[src/rtl/timer_period_capture_if.sv]
// Measured-period output stream: one period per valid/ready transfer.
interface timer_period_capture_if #(
  parameter int CNT_W = 32
);
  logic             period_valid;
  logic             period_ready;
  logic [CNT_W-1:0] period_data;

  modport master (output period_valid, output period_data, input period_ready);
  modport slave  (input period_valid, input period_data, output period_ready);
endinterface

[src/rtl/timer_period_capture.sv]
// Rising-edge period meter: edge detect, measurement FSM with saturating
// counter and timeout, and a small FIFO of captured periods.
module timer_period_capture #(
  parameter int CNT_W       = 32,
  parameter int FIFO_DEPTH  = 4,
  parameter int SYNC_STAGES = 0
) (
  input  logic                          clk,
  input  logic                          rst,
  input  logic                          pulse_in,
  input  logic                          enable,
  input  logic [CNT_W-1:0]              timeout_val,
  input  logic                          clear_flags,
  timer_period_capture_if.master        period,
  output logic [$clog2(FIFO_DEPTH):0]   fifo_count,
  output logic                          timeout_flag,
  output logic                          overflow_flag
);
  localparam int AW = $clog2(FIFO_DEPTH);
  localparam logic [CNT_W-1:0] CNT_ONE  = CNT_W'(1);
  localparam logic [AW:0]      FULL_CNT = (AW+1)'(FIFO_DEPTH);

  typedef enum logic [1:0] {IDLE, ARMED, MEASURE} state_t;

  state_t           state, state_n;
  logic [CNT_W-1:0] cnt, cnt_n;
  logic             s, s_prev, pulse_edge;
  logic             cap, to_hit;
  logic             fifo_empty, fifo_full, pop, push_ok, ovf_hit;
  logic [AW-1:0]    rd_ptr, wr_ptr;
  logic [CNT_W-1:0] mem [FIFO_DEPTH];

  // Optional synchronizer chain for pulse trains from another clock domain.
  generate
    if (SYNC_STAGES == 0) begin : g_nosync
      assign s = pulse_in;
    end else begin : g_sync
      logic [SYNC_STAGES-1:0] sync_q;
      always_ff @(posedge clk) begin
        if (!rst) sync_q <= '0;
        else begin
          sync_q[0] <= pulse_in;
          for (int i = 1; i < SYNC_STAGES; i++) sync_q[i] <= sync_q[i-1];
        end
      end
      assign s = sync_q[SYNC_STAGES-1];
    end
  endgenerate

  always_ff @(posedge clk) begin
    if (!rst) s_prev <= 1'b0;
    else      s_prev <= s;
  end

  assign pulse_edge = s & ~s_prev;

  always_ff @(posedge clk) begin
    if (!rst) begin
      state <= IDLE;
      cnt   <= '0;
    end else begin
      state <= state_n;
      cnt   <= cnt_n;
    end
  end

  // An edge always beats a coincident timeout; the counter sticks at all-ones.
  always_comb begin
    state_n = state;
    cnt_n   = cnt;
    cap     = 1'b0;
    to_hit  = 1'b0;
    if (!enable) begin
      state_n = IDLE;
      cnt_n   = '0;
    end else begin
      case (state)
        IDLE: begin
          cnt_n   = '0;
          state_n = ARMED;
        end
        ARMED: begin
          if (pulse_edge) begin
            cnt_n   = CNT_ONE;
            state_n = MEASURE;
          end
        end
        MEASURE: begin
          if (pulse_edge) begin
            cap   = 1'b1;
            cnt_n = CNT_ONE;
          end else if (timeout_val != '0 && cnt == timeout_val) begin
            to_hit  = 1'b1;
            cnt_n   = '0;
            state_n = ARMED;
          end else if (cnt != '1) begin
            cnt_n = cnt + CNT_ONE;
          end
        end
        default: state_n = IDLE;
      endcase
    end
  end

  assign fifo_empty = (fifo_count == '0);
  assign fifo_full  = (fifo_count == FULL_CNT);
  assign pop        = ~fifo_empty & period.period_ready;
  // A full FIFO still takes a capture when the head leaves in the same cycle.
  assign push_ok    = cap & (~fifo_full | pop);
  assign ovf_hit    = cap & fifo_full & ~pop;

  always_ff @(posedge clk) begin
    if (rst && push_ok) mem[wr_ptr] <= cnt;
  end

  always_ff @(posedge clk) begin
    if (!rst) begin
      rd_ptr     <= '0;
      wr_ptr     <= '0;
      fifo_count <= '0;
    end else begin
      if (pop)     rd_ptr <= rd_ptr + 1'b1;
      if (push_ok) wr_ptr <= wr_ptr + 1'b1;
      case ({push_ok, pop})
        2'b10:   fifo_count <= fifo_count + 1'b1;
        2'b01:   fifo_count <= fifo_count - 1'b1;
        default: fifo_count <= fifo_count;
      endcase
    end
  end

  always_ff @(posedge clk) begin
    if (!rst) begin
      timeout_flag  <= 1'b0;
      overflow_flag <= 1'b0;
    end else begin
      timeout_flag  <= to_hit  | (timeout_flag  & ~clear_flags);
      overflow_flag <= ovf_hit | (overflow_flag & ~clear_flags);
    end
  end

  assign period.period_valid = ~fifo_empty;
  assign period.period_data  = fifo_empty ? '0 : mem[rd_ptr];
endmodule

[src/flat_wrapper.sv]
// flat-port wrapper written by rule: the top's interface ports become plain ports
module timer_period_capture_flat 
#(
  parameter int CNT_W       = 32,
  parameter int FIFO_DEPTH  = 4,
  parameter int SYNC_STAGES = 0
)
  (clk, rst, pulse_in, enable, timeout_val, clear_flags, fifo_count, timeout_flag, overflow_flag, period_period_valid, period_period_data, period_period_ready);
  timer_period_capture_if #(.CNT_W(CNT_W)) period_i ();
  input  logic clk;
  input  logic rst;
  input  logic pulse_in;
  input  logic enable;
  input  logic [CNT_W-1:0] timeout_val;
  input  logic clear_flags;
  output logic [$clog2(FIFO_DEPTH):0] fifo_count;
  output logic timeout_flag;
  output logic overflow_flag;
  output wire logic [$bits(period_i.period_valid)-1:0] period_period_valid;
  output wire logic [$bits(period_i.period_data)-1:0] period_period_data;
  input wire logic [$bits(period_i.period_ready)-1:0] period_period_ready;
  assign period_period_valid = period_i.period_valid;
  assign period_period_data = period_i.period_data;
  assign period_i.period_ready = period_period_ready;
  timer_period_capture #(.CNT_W(CNT_W), .FIFO_DEPTH(FIFO_DEPTH), .SYNC_STAGES(SYNC_STAGES)) u_core (.clk(clk), .rst(rst), .pulse_in(pulse_in), .enable(enable), .timeout_val(timeout_val), .clear_flags(clear_flags), .period(period_i), .fifo_count(fifo_count), .timeout_flag(timeout_flag), .overflow_flag(overflow_flag));
endmodule
[config.mk]
export PLATFORM = sky130hd
export DESIGN_NAME = timer_period_capture_flat
export DESIGN_NICKNAME = d
export VERILOG_FILES = /design/src/rtl/timer_period_capture_if.sv /design/src/rtl/timer_period_capture.sv /design/src/flat_wrapper.sv
export SDC_FILE = /design/constraint.sdc
export NUM_CORES = 1
export LEC_CHECK = 0
export BUFFER_PORTS_ARGS = -buffer_cell sky130_fd_sc_hd__buf_4
export CAP_MARGIN = 40
export CORE_AREA = 3 3 150 188
export DETAILED_ROUTE_END_ITERATION = 7
export DIE_AREA = 0 0 153 191
export PLACE_DENSITY = 0.56
export REMOVE_ABC_BUFFERS = 1
export SLEW_MARGIN = 20
export SYNTH_ARGS = -nofsm -noshare
export SYNTH_HDL_FRONTEND = slang
export SYNTH_SLANG_ARGS = --single-unit
export TNS_END_PERCENT = 1
[constraint.sdc]
create_clock -name clk -period 3.3 [get_ports clk]
set_clock_uncertainty 0.15 [all_clocks]
set_input_delay 0.165 -clock clk [delete_from_list [all_inputs] [get_ports clk]]
set_output_delay 0.165 -clock clk [all_outputs]
set_load 0.02 [all_outputs]
Word-level counts from Yosys, hierarchy flattened
Memory sizes are Yosys's and may differ from the RTL's. A register that Yosys moved wholly into a read port is not among the register bits.
Cells that the tools add are included.
- register bits after elaboration: 44
- memory bits (writable): 128
- bits of input ports: 38
- memories kept: 1
- memory list (name ; words ; bits a word ; read ports ; clocked after memory_dff ; wr ports ; line ; source):
    u_core.mem ; 4 ; 32 ; 1 ; 1 ; 1 ; timer_period_capture.sv:31 ; logic [CNT_W-1:0] mem [FIFO_DEPTH];
- add/subtract/negate cells: 5
- equal/unequal tests: 11
- multiplexer cells: 22
- bitwise gates (word level): 15
- reductions and logical operators: 10
- operator list (operator ; number):
    2-to-1 mux 32 bit ; 5
    one-hot mux 32 bit (3 select lines) ; 1
    adder 32 x 1 -> 32 bit (second input constant) ; 1
    equality test 32 bit ; 1
    != test 32 bit (second input constant) ; 1
    nonzero test 32 bit ; 1
    2-to-1 mux 2 bit ; 5
    2-to-1 mux 1 bit ; 9
    AND 1 bit ; 7
    one-hot mux 2 bit (3 select lines) ; 1
    one-hot mux 3 bit (2 select lines) ; 1
    AND reduction 3 bit ; 2
    inverter 1 bit ; 5
    adder 2 x 1 -> 2 bit (second input constant) ; 2
    equality test 2 x 1 -> 1 bit (second input constant) ; 2
    equality test 2 bit (second input constant) ; 2
    != test 2 x 1 -> 1 bit (second input constant) ; 2
    != test 4 x 1 -> 1 bit (second input constant) ; 1
    adder 3 x 1 -> 3 bit (second input constant) ; 1
    equality test 3 bit (second input constant) ; 1
    logical NOT 3 bit ; 1
    bitwise OR 1 bit ; 3
    nonzero test 3 bit ; 1
    subtractor 3 x 1 -> 3 bit (second input constant) ; 1
    5 further kinds ; 6

Longest topological paths before layout
Gate-level depths: netlist of the first run.
- word-level depth: 9
- mapped depth: 11

Least setup slack after synthesis of the first run
OpenSTA, ideal clock, no wires.
- path kind: reg2reg
- start: register u_core.fifo_count[0]
- end: register u_core.fifo_count[2]
- arrival: 2.620 ns
- data required time: 3.035 ns
- slack: 0.416 ns
- cell stages (with the launch flop): 11
- clock period less this slack: 2.884 ns
- cell sequence: dfxtp_1 clkbuf_1 or3_1 clkbuf_1 clkbuf_1 nand3_1 fa_1 or3_1 nand3_1 o41ai_1 o21a_1
- longest elaborated chain between the ends: 7
- elaborated cells on any way between the ends: 13
- those cells by class: add/sub: 2; eq/ne: 3; mux: 1; bitwise: 5; reduce/logical: 2
- RTL lines (element ; line ; source):
    from (decl) ; timer_period_capture.sv:15 ; output logic [$clog2(FIFO_DEPTH):0] fifo_count,
    from (signal assigned) ; timer_period_capture.sv:125 ; 2'b10: fifo_count <= fifo_count + 1'b1;
    from (signal assigned) ; timer_period_capture.sv:126 ; 2'b01: fifo_count <= fifo_count - 1'b1;
    from (signal assigned) ; timer_period_capture.sv:127 ; default: fifo_count <= fifo_count;
    logical NOT 3 bit (*) ; timer_period_capture.sv:105 ; assign fifo_empty = (fifo_count == '0);
    inverter 1 bit (*) ; - ;
    named net period_period_valid ; flat_wrapper.sv:19 ; output wire logic [$bits(period_i.period_valid)-1:0] period_period_valid;
    AND 1 bit (*) ; timer_period_capture.sv:107 ; assign pop = ~fifo_empty & period.period_ready;
    bitwise OR 1 bit ; timer_period_capture.sv:109 ; assign push_ok = cap & (~fifo_full | pop);
    AND 1 bit ; timer_period_capture.sv:109 ;
    equality test 2 x 1 -> 1 bit or equality test 2 bit (tied branches) ; timer_period_capture.sv:124 ; case ({push_ok, pop})
    one-hot mux 3 bit (2 select lines) or nonzero test 2 bit (tied branches) ; - ;
Mark *: on every way through the listed nets, which the timed path passes. The rest lies on a longest branch.
A chain may end at the register's enable or synchronous reset.

Final worst setup path of the first run
- start: register u_core.cnt[23]
- end: register u_core.cnt[10]
- longest elaborated chain between the ends: 5
- elaborated cells on any way between the ends: 8
- those cells by class: eq/ne: 3; mux: 3; reduce/logical: 2
- RTL lines (element ; line ; source):
    from (decl) ; timer_period_capture.sv:26 ; logic [CNT_W-1:0] cnt, cnt_n;
    from (signal assigned) ; timer_period_capture.sv:63 ; cnt <= cnt_n;
    equality test 32 bit ; timer_period_capture.sv:92 ; end else if (timeout_val != '0 && cnt == timeout_val) begin
    logical AND 1 bit ; timer_period_capture.sv:92 ;
    2-to-1 mux 32 bit ; timer_period_capture.sv:92 ;
    2-to-1 mux 32 bit ; timer_period_capture.sv:89 ; if (pulse_edge) begin
    one-hot mux 32 bit (3 select lines) ; timer_period_capture.sv:77 ; case (state)
Several ways; a longest one is shown, not always the timed one.

==> results of run 1 <==
-- cell usage after synthesis, types with 3 or more instances --
cell type,number
edfxtp_1,128
buf_6,4
xor2_1,35
or4_1,5
o31ai_1,6
nor2b_1,4
nand2b_1,4
mux2i_1,10
o211ai_1,3
nor4_2,4
buf_1,3
mux4_2,32
nand4_1,16
a21o_1,3
nor2_1,20
nor3_1,13
inv_1,12
a22o_1,3
a21oi_1,24
ha_1,9
buf_2,5
o21ai_0,24
or3_1,3
dfxtp_1,46
nand3_1,28
and3_1,7
xnor2_1,5
nor4_1,17
nand2_1,26
and2_1,43
clkbuf_1,20
-- sequential cells by signal, indices dropped and copies added (netlist names), named ones only --
name,flops
u_core.overflow_flag,1
u_core.rd_ptr,2
u_core.state,2
u_core.timeout_flag,1
u_core.mem,128
u_core.wr_ptr,2
u_core.s_prev,1
u_core.cnt,32
u_core.fifo_count,3
-- path summary, 6_finish.rpt --
| path | from | end | slack (ns) | cells after the start |
|---|---|---|---|---|
| setup / recovery | u_core.cnt[23] | u_core.cnt[10] | 0.44 | 8 |
| setup reg to reg | u_core.cnt[23] | u_core.cnt[10] | 0.44 | 8 |
| hold / removal | u_core.wr_ptr[1] | u_core.wr_ptr[1] | 0.41 | 2 |
| hold reg to reg | u_core.wr_ptr[1] | u_core.wr_ptr[1] | 0.41 | 2 |
-- layout make-up --
cell class | count | share of cell area
multi-input cells | 372 | 0.3056
well taps | 345 | 0.04424
repair buffers | 124 | 0.1034
flip-flops and latches | 174 | 0.4885
inverters | 12 | 0.004617
clock buffers | 19 | 0.04437
clock inverters | 13 | 0.009361
-- through the flow --
step                total power, W  hold slack, ns  setup slack, ns
finish                    0.004249          0.4141           0.4447
global route              0.004387          0.4553           0.1733
CTS                       0.004299          0.4245           0.4158
global placement          0.002499          0.2354           0.2465
detailed placement        0.002498          0.2357           0.2796
floorplan                 0.002415          0.1325           0.1758
-- logic make-up after synthesis --
family          share of synthesized area
simple gates                       0.1493
fa+ha+maj                         0.01670
mux                                0.1033
flops                              0.5999
buf+inv                           0.02599
xor+xnor                          0.04411
compound gates                    0.06065
-- tightest hold or removal path, cell delays in order (launching register included) --
cell     delay (ns)
dfxtp_1        0.34
mux2i_1        0.13
nor2b_1        0.05
-- per-layer routing --
| metal | vias up | share of wire |
|---|---|---|
| li1 | 2477 | - |
| met2 | 123 | 0.51 |
| met5 | - | 0 |
| met3 | 26 | 0.040 |
| met4 | 0 | 0.018 |
| met1 | 2568 | 0.43 |
-- power groups by stage --
stage               Combinational, W  Clock (W)  Sequential, W
finish                      0.000135    0.00179        0.00232
global route                0.000145    0.00192        0.00232
CTS                         0.000137    0.00184        0.00232
detailed placement          0.000130          0        0.00237
global placement            0.000132          0        0.00237
floorplan                  0.0000477          0        0.00237
==> results.json, run 1 <==
{
  "h-tree-depth": 4,
  "start_kind": "register",
  "final_util": 0.3649,
  "drt_iter0_drc": 325,
  "drive_above_1_share": 0.2745,
  "p_switching_w": 0.0009107,
  "p_leak_nw": 3.527,
  "grt_first_pass_wirelength_um": 30570,
  "final.fill_count": 2615,
  "place.gp.congestion": 0.9066,
  "rows": 67,
  "peakVddDrop_mv": 0.2878,
  "syn-mean-instance-area_um2": 13.44,
  "synth_seq_area_share": 0.5999,
  "ys_async_sr_fraction": 0,
  "instances_no_fill": 1059,
  "cp_top_family": "simple AND/OR/NAND/NOR gates",
  "cts_made_buffers": 17,
  "gr-usage-met3": 0.03170,
  "cap_violations": 0,
  "critPathRequiredTime_ns": 3.51,
  "die-area_um2": 29220,
  "grt_util_all_layers": 0.1367,
  "vias": 5194,
  "path_max_fanout": 11,
  "setup_tns_ns": 0,
  "internal_power_w": 0.003338,
  "via_per_inst": 4.905,
  "swShare": 0.2144,
  "synth_top_area_share": 0.4839,
  "power.share.combinational": 0.032,
  "drt-pass1-iter-count": 5,
  "outcome": "completed",
  "hpwl_um": 13960,
  "io_pins": 76,
  "slowest_delay_ns": 0.62,
  "gr-total-overflow": 0,
  "ant_nets": 0,
  "worst-setup-path-type": "reg -> reg",
  "grt_pass1_vias": 5194,
  "ys_ff_latch": 174,
  "wl_um": 19910,
  "setup_violations": 0,
  "use_met1": 0.1694,
  "cts_tree": "done",
  "cts_sinks": 174,
  "multiInputGateArea_um2": 2982,
  "gr-usage-met2": 0.2366,
  "synth_edf_count": 128,
  "cp_cell_sequence": "nand4_1 > nor3_1 > and4b_1 > a21oi_1 > nor3_2 > buf_4 > a21oi_1 > o21ai_0",
  "postCtsSetupRepairBufs": 0,
  "clock.fmax_mhz": 350.2,
  "yosys-top-cells-area": "edfxtp_1, dfxtp_1, mux4_2",
  "final_cell_mix": "edfxtp_1, buf_4, dfxtp_1",
  "grt_max_degree": 36,
  "insertion_delay_ns": 0.44,
  "fp.dieW_um": 153,
  "busiest_layer": "met2",
  "grt_antenna_before_repair": 0,
  "die_y_um": 191,
  "netlist_area_um2": 7943,
  "cts-root-buf": "clkbuf_16",
  "clockBufferDepth": 2,
  "crit_buf_inv": 1,
  "netlist.top_cell.by_area": "edfxtp_1",
  "synthCells": 591,
  "clk_pin_slew_ns": 0.06,
  "slew_violations": 0,
  "final_common_cell": "edfxtp_1",
  "power_frac_clock": 0.422,
  "slowest_stage": "nor3_2",
  "fin_crit_ns": 2.855,
  "portBuffers": 75,
  "fin_area_um2": 9757,
  "cts-resized-gates": 0,
  "place_area_um2": 9173,
  "start_util": 0.2970,
  "finalCritPeriodShare": 0.8652,
  "crit_arrival_ns": 3.07,
  "yosysWarnings": 0,
  "cp_common_cell": "a21oi_1",
  "wl_per_cell_um": 18.80,
  "pwr-share-seq": 0.546,
  "tightest_slew_ns": 0.8932,
  "dp.cells": 1021,
  "rsz0062_at_grt": "no",
  "synth_ff_type": "edfxtp_1",
  "synth_cell_types": 54,
  "area_delta_synth_final_pct": 22.84,
  "drcViolationCount": 0,
  "finalHoldViolCount": 0,
  "hold_buffers": 6,
  "relSlewSlack": 0.3990,
  "hold_class": "reg -> reg",
  "nNetsFinal": 749,
  "p_per_area_nw_per_um2": 435.5,
  "core_um2": 26740,
  "insertedDiodeCount": 0,
  "ff_latch_area_um2": 4766,
  "endpoint_kind": "register"
}
No activity file was read; power rests on OpenSTA's default activity.
==> inputs of run 2 (changes only) <==
--- a/config.mk
+++ b/config.mk
@@ -7,9 +7,9 @@
 export LEC_CHECK = 0
 export BUFFER_PORTS_ARGS = -buffer_cell sky130_fd_sc_hd__buf_4
 export CAP_MARGIN = 40
-export CORE_AREA = 3 3 150 188
+export CORE_AREA = 3 3 153 185
 export DETAILED_ROUTE_END_ITERATION = 7
-export DIE_AREA = 0 0 153 191
+export DIE_AREA = 0 0 156 188
 export PLACE_DENSITY = 0.56
 export REMOVE_ABC_BUFFERS = 1
 export SLEW_MARGIN = 20
==> results.json, run 2 (synthesized netlist as in run 1, its figures left out) <==
{
  "ant_nets": 0,
  "insertion_delay_ns": 0.43,
  "rsz0062_at_grt": "no",
  "gr-total-overflow": 0,
  "vias": 5162,
  "setup_violations": 0,
  "die_y_um": 188,
  "outcome": "completed",
  "largest_register": "u_core.mem",
  "hold_class": "in -> reg",
  "relSlewSlack": 0.5142,
  "endpoint_kind": "register",
  "hold_buffers": 5,
  "cts-resized-gates": 0,
  "drt_iter0_drc": 399,
  "portBuffers": 75,
  "fin_crit_ns": 2.799,
  "peakVddDrop_mv": 0.3502,
  "clock.fmax_mhz": 357.2,
  "cts_tree": "done",
  "setup_tns_ns": 0,
  "cts-root-buf": "clkbuf_16",
  "insertedDiodeCount": 0,
  "place.gp.congestion": 0.9137,
  "cts_sinks": 174,
  "finalCritPeriodShare": 0.8483,
  "wl_um": 19080,
  "h-tree-depth": 4,
  "final_common_cell": "edfxtp_1",
  "fp.dieW_um": 156,
  "power.total_w": 0.004359,
  "drive_above_1_share": 0.2653,
  "hold_depth": 4,
  "critPathRequiredTime_ns": 3.47,
  "finalHoldViolCount": 0,
  "io_pins": 76,
  "grt_pass1_vias": 5238,
  "r2r_start": "u_core.cnt[23]",
  "largest_register_ff_count": 128,
  "grt_antenna_before_repair": 0,
  "p_leak_nw": 3.499,
  "grt_first_pass_wirelength_um": 29890,
  "start_util": 0.2959,
  "p_per_area_nw_per_um2": 449.4,
  "drt-pass1-iter-count": 5,
  "grt_max_degree": 36,
  "holdPathEnd": "u_core.timeout_flag",
  "rows": 66,
  "path_max_fanout": 9,
  "reg2reg_setup_slack_ns": 0.50,
  "slew_violations": 0,
  "hp-start": "enable",
  "hpwl_um": 13280,
  "worst-setup-path-type": "reg -> reg",
  "clockBufferDepth": 2,
  "crit_arrival_ns": 2.97,
  "nNetsFinal": 736,
  "die-area_um2": 29330,
  "wl_per_cell_um": 18.32,
  "cts_made_buffers": 17,
  "reg_top3": "u_core.mem: 128 flops, u_core.cnt: 32 flops, u_core.fifo_count: 3 flops",
  "final_cell_mix": "edfxtp_1, buf_4, dfxtp_1",
  "core_um2": 26840,
  "rr_endpoint": "u_core.cnt[23]",
  "start_kind": "register",
  "via_per_inst": 4.959,
  "clk_pin_slew_ns": 0.07,
  "postCtsSetupRepairBufs": 0,
  "tightest_slew_ns": 0.7220,
  "grt_util_all_layers": 0.1333,
  "drcViolationCount": 0,
  "area_delta_synth_final_pct": 22.12,
  "cap_violations": 0,
  "rr_worst_depth": 9
}
-- run 2: changes by cell type in the layout (fill, tap and decap cells not counted) --
cell / before / now
inv_6: 2 / 5
buf_4: 113 / 101
dlygate4sd3_1: 6 / 5
clkinvlp_4: 6 / 0
inv_8: 0 / 2
clkinv_2: 4 / 1
clkbuf_1: 2 / 0
clkinv_8: 0 / 2
clkinv_4: 1 / 5
-- run 2: cell type report --
cell class | instances | area [um^2]
Timing Repair Buffer | 111 | 908.4
Clock inverter | 15 | 147.6
Fill cell | 2542 | 17140
Multi-Input combinational cell | 372 | 2982
Clock buffer | 17 | 425.4
Tap cell | 340 | 425.4
Inverter | 12 | 45.04
Sequential cell | 174 | 4766
-- run 2: critical path, stage by stage (launching register included) --
cell and delay [ns]:
dfxtp_1 0.52, xor2_1 0.20, nor4_2 0.38, nand4_1 0.15, nor3_2 0.42, buf_4 0.24, nor2b_1 0.06, o221ai_1 0.21
buf_4 0.20, o21ba_2 0.16
-- run 2: per-stage QoR --
step                      cells  instance area [um^2]  hold slack (ns)  worst slack (ns)  utilization
after floorplan             558                  7781           0.1325            0.1758            -
after global placement     1004                  9076           0.2362            0.5334       0.3382
after detailed placement   1004                  9076           0.2395            0.5130       0.3382
after CTS                  1041                  9699         0.003037            0.5001       0.3614
after global routing       1041                  9699          0.03421            0.2698       0.3614
final                      1041                  9699          0.02168            0.5007       0.3614
-- run 2: per-layer routing --
metal | track usage | wire [um] | vias up
met5 | 0 | 0 | -
met4 | 0.04485 | 393 | 0
met3 | 0.02932 | 958 | 25
met2 | 0.2167 | 9370 | 139
met1 | 0.1763 | 8352 | 2530
li1 | - | - | 2468
-- run 2: worst max-delay path by stage --
stage	from	end	slack [ns]	cells after the start
after floorplan	u_core.cnt[0]	u_core.cnt[15]	0.18	8
after detailed placement	u_core.cnt[27]	u_core.cnt[23]	0.51	9
after CTS	u_core.cnt[23]	u_core.cnt[23]	0.50	9
after global routing	u_core.cnt[27]	u_core.cnt[23]	0.27	9
after global placement	u_core.cnt[27]	u_core.cnt[23]	0.53	9
final	u_core.cnt[23]	u_core.cnt[23]	0.50	9
-- run 2: where the power goes --
group / internal, W / leakage (nW) / switching (W)
sequential: 0.00232 / 1.71 / 0.00000177
clock: 0.00100 / 0.283 / 0.000904
combinational: 0.0000595 / 1.50 / 0.0000749
total: 0.00338 / 3.50 / 0.000981
